--- config.mk ---
export PLATFORM = sky130hd
export DESIGN_NAME = timer_sched
export DESIGN_NICKNAME = d
export VERILOG_FILES = /design/src/rtl/timer_sched.sv
export SDC_FILE = /design/constraint.sdc
export NUM_CORES = 1
export LEC_CHECK = 0
export CAP_MARGIN = 5
export CORE_MARGIN = 2
export CORE_UTILIZATION = 31
export CTS_BUF_LIST = sky130_fd_sc_hd__clkbuf_16
export CTS_CLUSTER_DIAMETER = 60
export DETAILED_ROUTE_END_ITERATION = 7
export GPL_ROUTABILITY_DRIVEN = 0
export PLACE_DENSITY_LB_ADDON = 0.12
export SYNTH_ARGS = -nofsm -noshare
export SYNTH_HDL_FRONTEND = slang
export SYNTH_SLANG_ARGS = --single-unit
--- constraint.sdc ---
create_clock -name CLK -period 2.3 [get_ports CLK]
set_clock_uncertainty 0.15 [all_clocks]
set_input_delay 0.69 -clock CLK [delete_from_list [all_inputs] [get_ports CLK]]
set_output_delay 0.69 -clock CLK [all_outputs]
set_load 0.03 [all_outputs]
--- src/rtl/timer_sched.sv ---
// rtl/timer_sched.sv - two-requester round-robin interval timer with a shared count register
//
// Purpose:
//   Grants one of two requesters a timed interval of LENi+1 cycles.
//   It uses a single shared up-counter.
//   A normal completion is reported with a one-cycle DONE pulse.
//   Dropping the request while it is being served aborts the interval silently.
//
// Ports:
//   CLK     in   rising-edge clock
//   CLR     in   asynchronous active-low reset
//   REQ     in   [1:0]   per-requester interval request, held until DONE or dropped to abort
//   LEN0    in   [W-1:0] interval length for requester 0, sampled at grant
//   LEN1    in   [W-1:0] interval length for requester 1, sampled at grant
//   GNT     out  [1:0]   one-hot grant, high throughout RUN
//   BUSY    out          high in RUN and DONE
//   DONE    out          one-cycle completion pulse
//   DONE_ID out          requester whose interval completed, holds between pulses
//   COUNT   out  [W-1:0] shared count register
module timer_sched #(
   parameter int W = 4
) (
   input  logic         CLK,
   input  logic         CLR,
   input  logic [1:0]   REQ,
   input  logic [W-1:0] LEN0,
   input  logic [W-1:0] LEN1,
   output logic [1:0]   GNT,
   output logic         BUSY,
   output logic         DONE,
   output logic         DONE_ID,
   output logic [W-1:0] COUNT
);

   typedef enum logic [1:0] {
      S_IDLE = 2'd0,
      S_RUN  = 2'd1,
      S_DONE = 2'd2
   } state_t;

   state_t       state_q, state_d;
   logic [W-1:0] count_q, count_d;
   logic [W-1:0] target_q, target_d;
   logic [1:0]   gnt_q, gnt_d;
   logic         busy_q, busy_d;
   logic         done_q, done_d;
   logic         done_id_q, done_id_d;
   logic         last_q, last_d;
   logic         winner;
   logic         pick;

   always_comb begin
      // The grant register is one-hot during RUN, so its upper bit names the served requester.
      winner    = gnt_q[1];
      // On a tie the requester that was not served last wins.
      // A lone request wins outright.
      pick      = (REQ == 2'b11) ? ~last_q : REQ[1];

      state_d   = state_q;
      count_d   = count_q;
      target_d  = target_q;
      gnt_d     = gnt_q;
      done_d    = 1'b0;
      done_id_d = done_id_q;
      last_d    = last_q;

      case (state_q)
         S_IDLE: begin
            count_d = '0;
            gnt_d   = 2'b00;
            if (REQ != 2'b00) begin
               state_d  = S_RUN;
               target_d = pick ? LEN1 : LEN0;
               gnt_d    = pick ? 2'b10 : 2'b01;
            end
         end
         S_RUN: begin
            // Abort outranks completion when both happen in the same cycle.
            if (!REQ[winner]) begin
               state_d = S_IDLE;
               gnt_d   = 2'b00;
               count_d = '0;
               last_d  = winner;
            end else if (count_q == target_q) begin
               // COUNT stays at TARGET through the DONE cycle.
               state_d   = S_DONE;
               gnt_d     = 2'b00;
               done_d    = 1'b1;
               done_id_d = winner;
               last_d    = winner;
            end else begin
               count_d = count_q + {{(W-1){1'b0}}, 1'b1};
            end
         end
         S_DONE: begin
            state_d = S_IDLE;
            count_d = '0;
            gnt_d   = 2'b00;
         end
         default: begin
            state_d = S_IDLE;
            count_d = '0;
            gnt_d   = 2'b00;
         end
      endcase

      busy_d = (state_d != S_IDLE);
   end

   always_ff @(posedge CLK or negedge CLR) begin
      if (!CLR) begin
         state_q   <= S_IDLE;
         count_q   <= '0;
         target_q  <= '0;
         gnt_q     <= 2'b00;
         busy_q    <= 1'b0;
         done_q    <= 1'b0;
         done_id_q <= 1'b0;
         last_q    <= 1'b1;
      end else begin
         state_q   <= state_d;
         count_q   <= count_d;
         target_q  <= target_d;
         gnt_q     <= gnt_d;
         busy_q    <= busy_d;
         done_q    <= done_d;
         done_id_q <= done_id_d;
         last_q    <= last_d;
      end
   end

   assign GNT     = gnt_q;
   assign BUSY    = busy_q;
   assign DONE    = done_q;
   assign DONE_ID = done_id_q;
   assign COUNT   = count_q;

endmodule

Word-level counts from Yosys, hierarchy flattened. Index checks and enable logic that the tools add are counted.

Equality and inequality tests: 6. Reduce and logical (&&, ||, !) cells: 6. Multiplexer cells: 21. $add $sub $neg: 1. Order comparisons: 1. Bitwise logic cells: 1.

Operators with widths (number): $mux 4 (4); $mux 2 (7); $mux 1 (8); $pmux 2 s2 (2); $ne 3x3->1 const B (2); $add 4x1->4 const B (1); $eq 4x4->1 (1); $reduce_and 2->1 (2); $reduce_bool 2->1 (2); $reduce_and 3->1 (1); $eq 2x1->1 const B (1); $eq 2x2->1 const B (1); $logic_not 2->1 (1); $lt 1x2->1 const B (1); $ne 2x1->1 const B (1); $not 1->1 (1).

Input port bits: 12. Output and inout port bits: 9. Flip-flop bits (word level): 16. Logic and storage cells: 44.

Longest topological paths before layout.
Depth after elaboration: 5. Gate-level depth with buffers: 5. Gate-level depth less buffers: 4.

Worst setup path after synthesis. No wires, ideal clock.

Path type: register -> register. Start point: reg count_q[2] (netlist: COUNT[2]). End point: reg gnt_q[1] (netlist: GNT[1]). Arrival: 1.457 ns. Setup time: 0.121 ns. Stages on the path, launching flop included: 6. Slack: 0.572 ns. Cells stage by stage: dfrtp_1 xor2_1 nor4_4 buf_6 nor2_2 a22o_1.

Cells in the longest elaborated chain, start to end: 2.

Ends and longest elaborated chain: start, declared (line 42) `logic [W-1:0] count_q, count_d;`; start signal, assigned (line 122) `count_q <= count_d;`; $eq 4x4->1 (line 84) `end else if (count_q == target_q) begin`; $ne 3x3->1 (no source line); end signal, assigned (line 124) `gnt_q <= gnt_d;`; end, declared (line 44) `logic [1:0] gnt_q, gnt_d;`.

No other way between the ends. A chain may end at the register's enable or synchronous reset.

Final worst setup path.
Start point: reg count_q[0] (netlist: COUNT[0]). End point: out COUNT[0].

RTL lines: end, declared (line 32) `output logic [W-1:0] COUNT`.

No word-level cell between the ends.

==> results.md <==
* Placement Cell Area at 0.00102 mm^2
* CTS Buf Count at 3
* Status: finished, final reports clean
* Synth Area per Inst at 11.0 um^2
* Post-Layout Cell Count at 125
* Slew headroom at 68.0%
* Htree depth at 1
* Final hold vios at 0
* Hold WC Path Type: register to register
* TritonCTS clock tree: built
* Remaining DRCs at 0
* Setup Fix Bufs, Post-CTS at 0
* Max VDD drop at 0.000629 V
* Grt total ovfl at 0
* Filler instances at 248
* WP buf/inv at 1
* Vias in the first global route at 543
* Crit. End Element: output pin
* Final Max Slew Viols at 0
* Compound-Gate Fraction of Synth Area at 11.1%
* Most frequent cells in the layout: 20 x clkdlybuf4s50_1, 15 x dfrtp_1, 8 x o21ai_0
* Hold buffers post-CTS at 0
* Cts repair resizes at 0
* Final Critical Period at 2240 ps
* Mux share of post-synthesis cell area at 7.88%
* Crit-path max FO at 5
* #FFs+latches synth at 16
* Antenna violations before repair at 0
* Fin util at 45.1%
* Port Buffers at 20
* Area grow syn2layout at 41.0%
* XOR/XNOR Fraction of Synth Area at 5.63%
* CP Launch Type: register
* Core ar. at 0.00243 mm^2
* Starting DRT DRC Count at 7
* Top post-synthesis cells by area: dfrtp_1 48%, mux2i_1 6.4%, xor2_1 5.6%
* Share of the synthesized area in the top cell type at 48.2%
* Register area share after synthesis at 51.6%
* Total Wirelength at 1.41 mm
* Finished Cell Area at 0.00110 mm^2
* LEAKAGE at 0.474 nW
* CP Cell Sequence: clkdlybuf4s50_1
* Critical Path RT at 1460 ps
* Global-route wire length before repair at 2.36 mm
* # setup viols final at 0
* Die Area at 0.00293 mm^2
* Worst EP arrival at 1400 ps
* Gr usage total at 11.8%
* Top Ports at 21
* Final worst path period share at 97.2%
* Clock Tree Root: clkbuf_16
* Post-Syn Nets at 84
* Vias/cell at 4.74
* CTS clk-pin slew, worst paths at 50 ps
* Largest family of logic cells by synthesized area: simple AND/OR/NAND/NOR gates
* Largest net degree at the start of global routing at 17
* Measured slew at the worst slew-check pin at 479 ps
* Die width at 54.1 um
* Cell count after synthesis at 71
* CP peak stage delay at 710 ps
* Nets@finish at 109
* Final HPWL DP at 1.03 mm
* Pwr/cell area at 1270 mW/mm^2
* DR pass1 iterations at 2
* Clock tree buffer depth at 2
* Post-synth top area cell: dfrtp_1
* CP max stage cell: clkdlybuf4s50_1
* WL/cell at 11.3 um
* Worst-skew pair later-pin latency at 240 ps
* Synth Area in Adders at 1.61%
* Clock sinks at 16
* Synth cell types at 28
* WS Path Type: register to output pin
* Most common cell after layout, fill and taps aside: clkdlybuf4s50_1
* Antenna cells at 0
* Total number of vias at 593
* Post-Syn Area at 778 um^2
* Placed Cells at 121
* Post-synthesis simple-gate area fraction at 18.6%
* Initial Util at 32.0%
* FP Rows at 18
* Top Family by Delay on Critical Path: buffers and inverters
* Post-DRT Antenna Nets at 0
* Number of max-cap violations at 0
* Fraction of layout cells with a size suffix above 1 at 11.6%
* RSZ-0062 raised after global routing: no
* Fmax at 447 MHz
* Setup TNS at 0 ps
* Die Ht at 54.1 um
* Synth warn at 0
## stage by stage
stage	hold WS (ps)	worst slack [ps]	power, mW
final	337	63.6	1.40
after global routing	349	3.71	1.50
after CTS	343	53.5	1.42
after detailed placement	327	147	1.08
after global placement	339	140	1.08
after floorplan	244	572	0.896
## logic make-up (layout without fill, tap and decap cells)
group	after synthesis	count (layout)
muxes	6	6
and+or+nand+nor	23	23
buffers and inverters	5	29
DFF	16	16
adders and majority gates	1	1
AOI/OAI and AO/OA	15	15
xor gates and xnor gates	5	5
## cell usage after synthesis
library cell and number:
dfrtp_1 15, o21ai_0 8, nand2_1 6, mux2i_1 5, xor2_1 5, nor2_1 4, nor2b_1 3, a21oi_1 2
inv_1 2, nand3_1 2, or3_1 2, a22o_1 1, and2_1 1, buf_2 1, buf_6 1, clkbuf_1 1
dfstp_2 1, ha_1 1, mux2_2 1, nand2_8 1, nand2b_1 1, nand4_1 1, nor2_2 1, nor4_4 1
o211ai_1 1, o21ai_1 1, o22ai_1 1, o2bb2ai_1 1
## cell type report
class                   count  area, um^2  area share [%]
well taps                  30        37.5            3.42
clock buffers               3        75.1            6.84
inverters                   2        7.51           0.684
clock inverters             1        3.75           0.342
flip-flops and latches     16         402            36.6
multi-input cells          50         349            31.8
repair buffers             23         223            20.3
## worst paths after layout
check                         start        to  slack (ps)  depth (start not counted)
setup / recovery           COUNT[0]  COUNT[0]          60                          1
hold / removal               GNT[0]    GNT[0]         340                          1
setup reg to reg           COUNT[2]    GNT[1]         500                          5
hold reg to reg              GNT[0]    GNT[0]         340                          1
max in group asynchronous       CLR    last_q        1130                          2
min in group asynchronous       CLR    GNT[0]         620                          2
## where the power goes
part	leakage, nW	switching [mW]	internal [mW]
combinational	0.228	0.337	0.261
sequential	0.204	0.0757	0.392
clock	0.0423	0.101	0.230
## metal layers
| metal | track usage, % | wire [um] |
|---|---|---|
| met1 | 13.6 | 626 |
| met2 | 19.1 | 696 |
| met3 | 3.33 | 69 |
| met4 | 7.50 | 17 |
| met5 | 0 | 0 |
## worst register-to-register path: cells and delay by family, from the launching register on
family	cells	cell delay [ps]
XOR/XNOR	1	200
AND/OR/NAND/NOR	2	490
AO/OA/AOI/OAI	1	210
buffers and inverters	1	230
flip-flops	1	420
## flip-flops by register name, summed over array words and instances, names as in the netlist
register and cells:
DONE 1, COUNT 4, state_q 2, BUSY 1
last_q 1, GNT 2, target_q 4, DONE_ID 1
No activity file was read; power rests on OpenSTA's default activity.
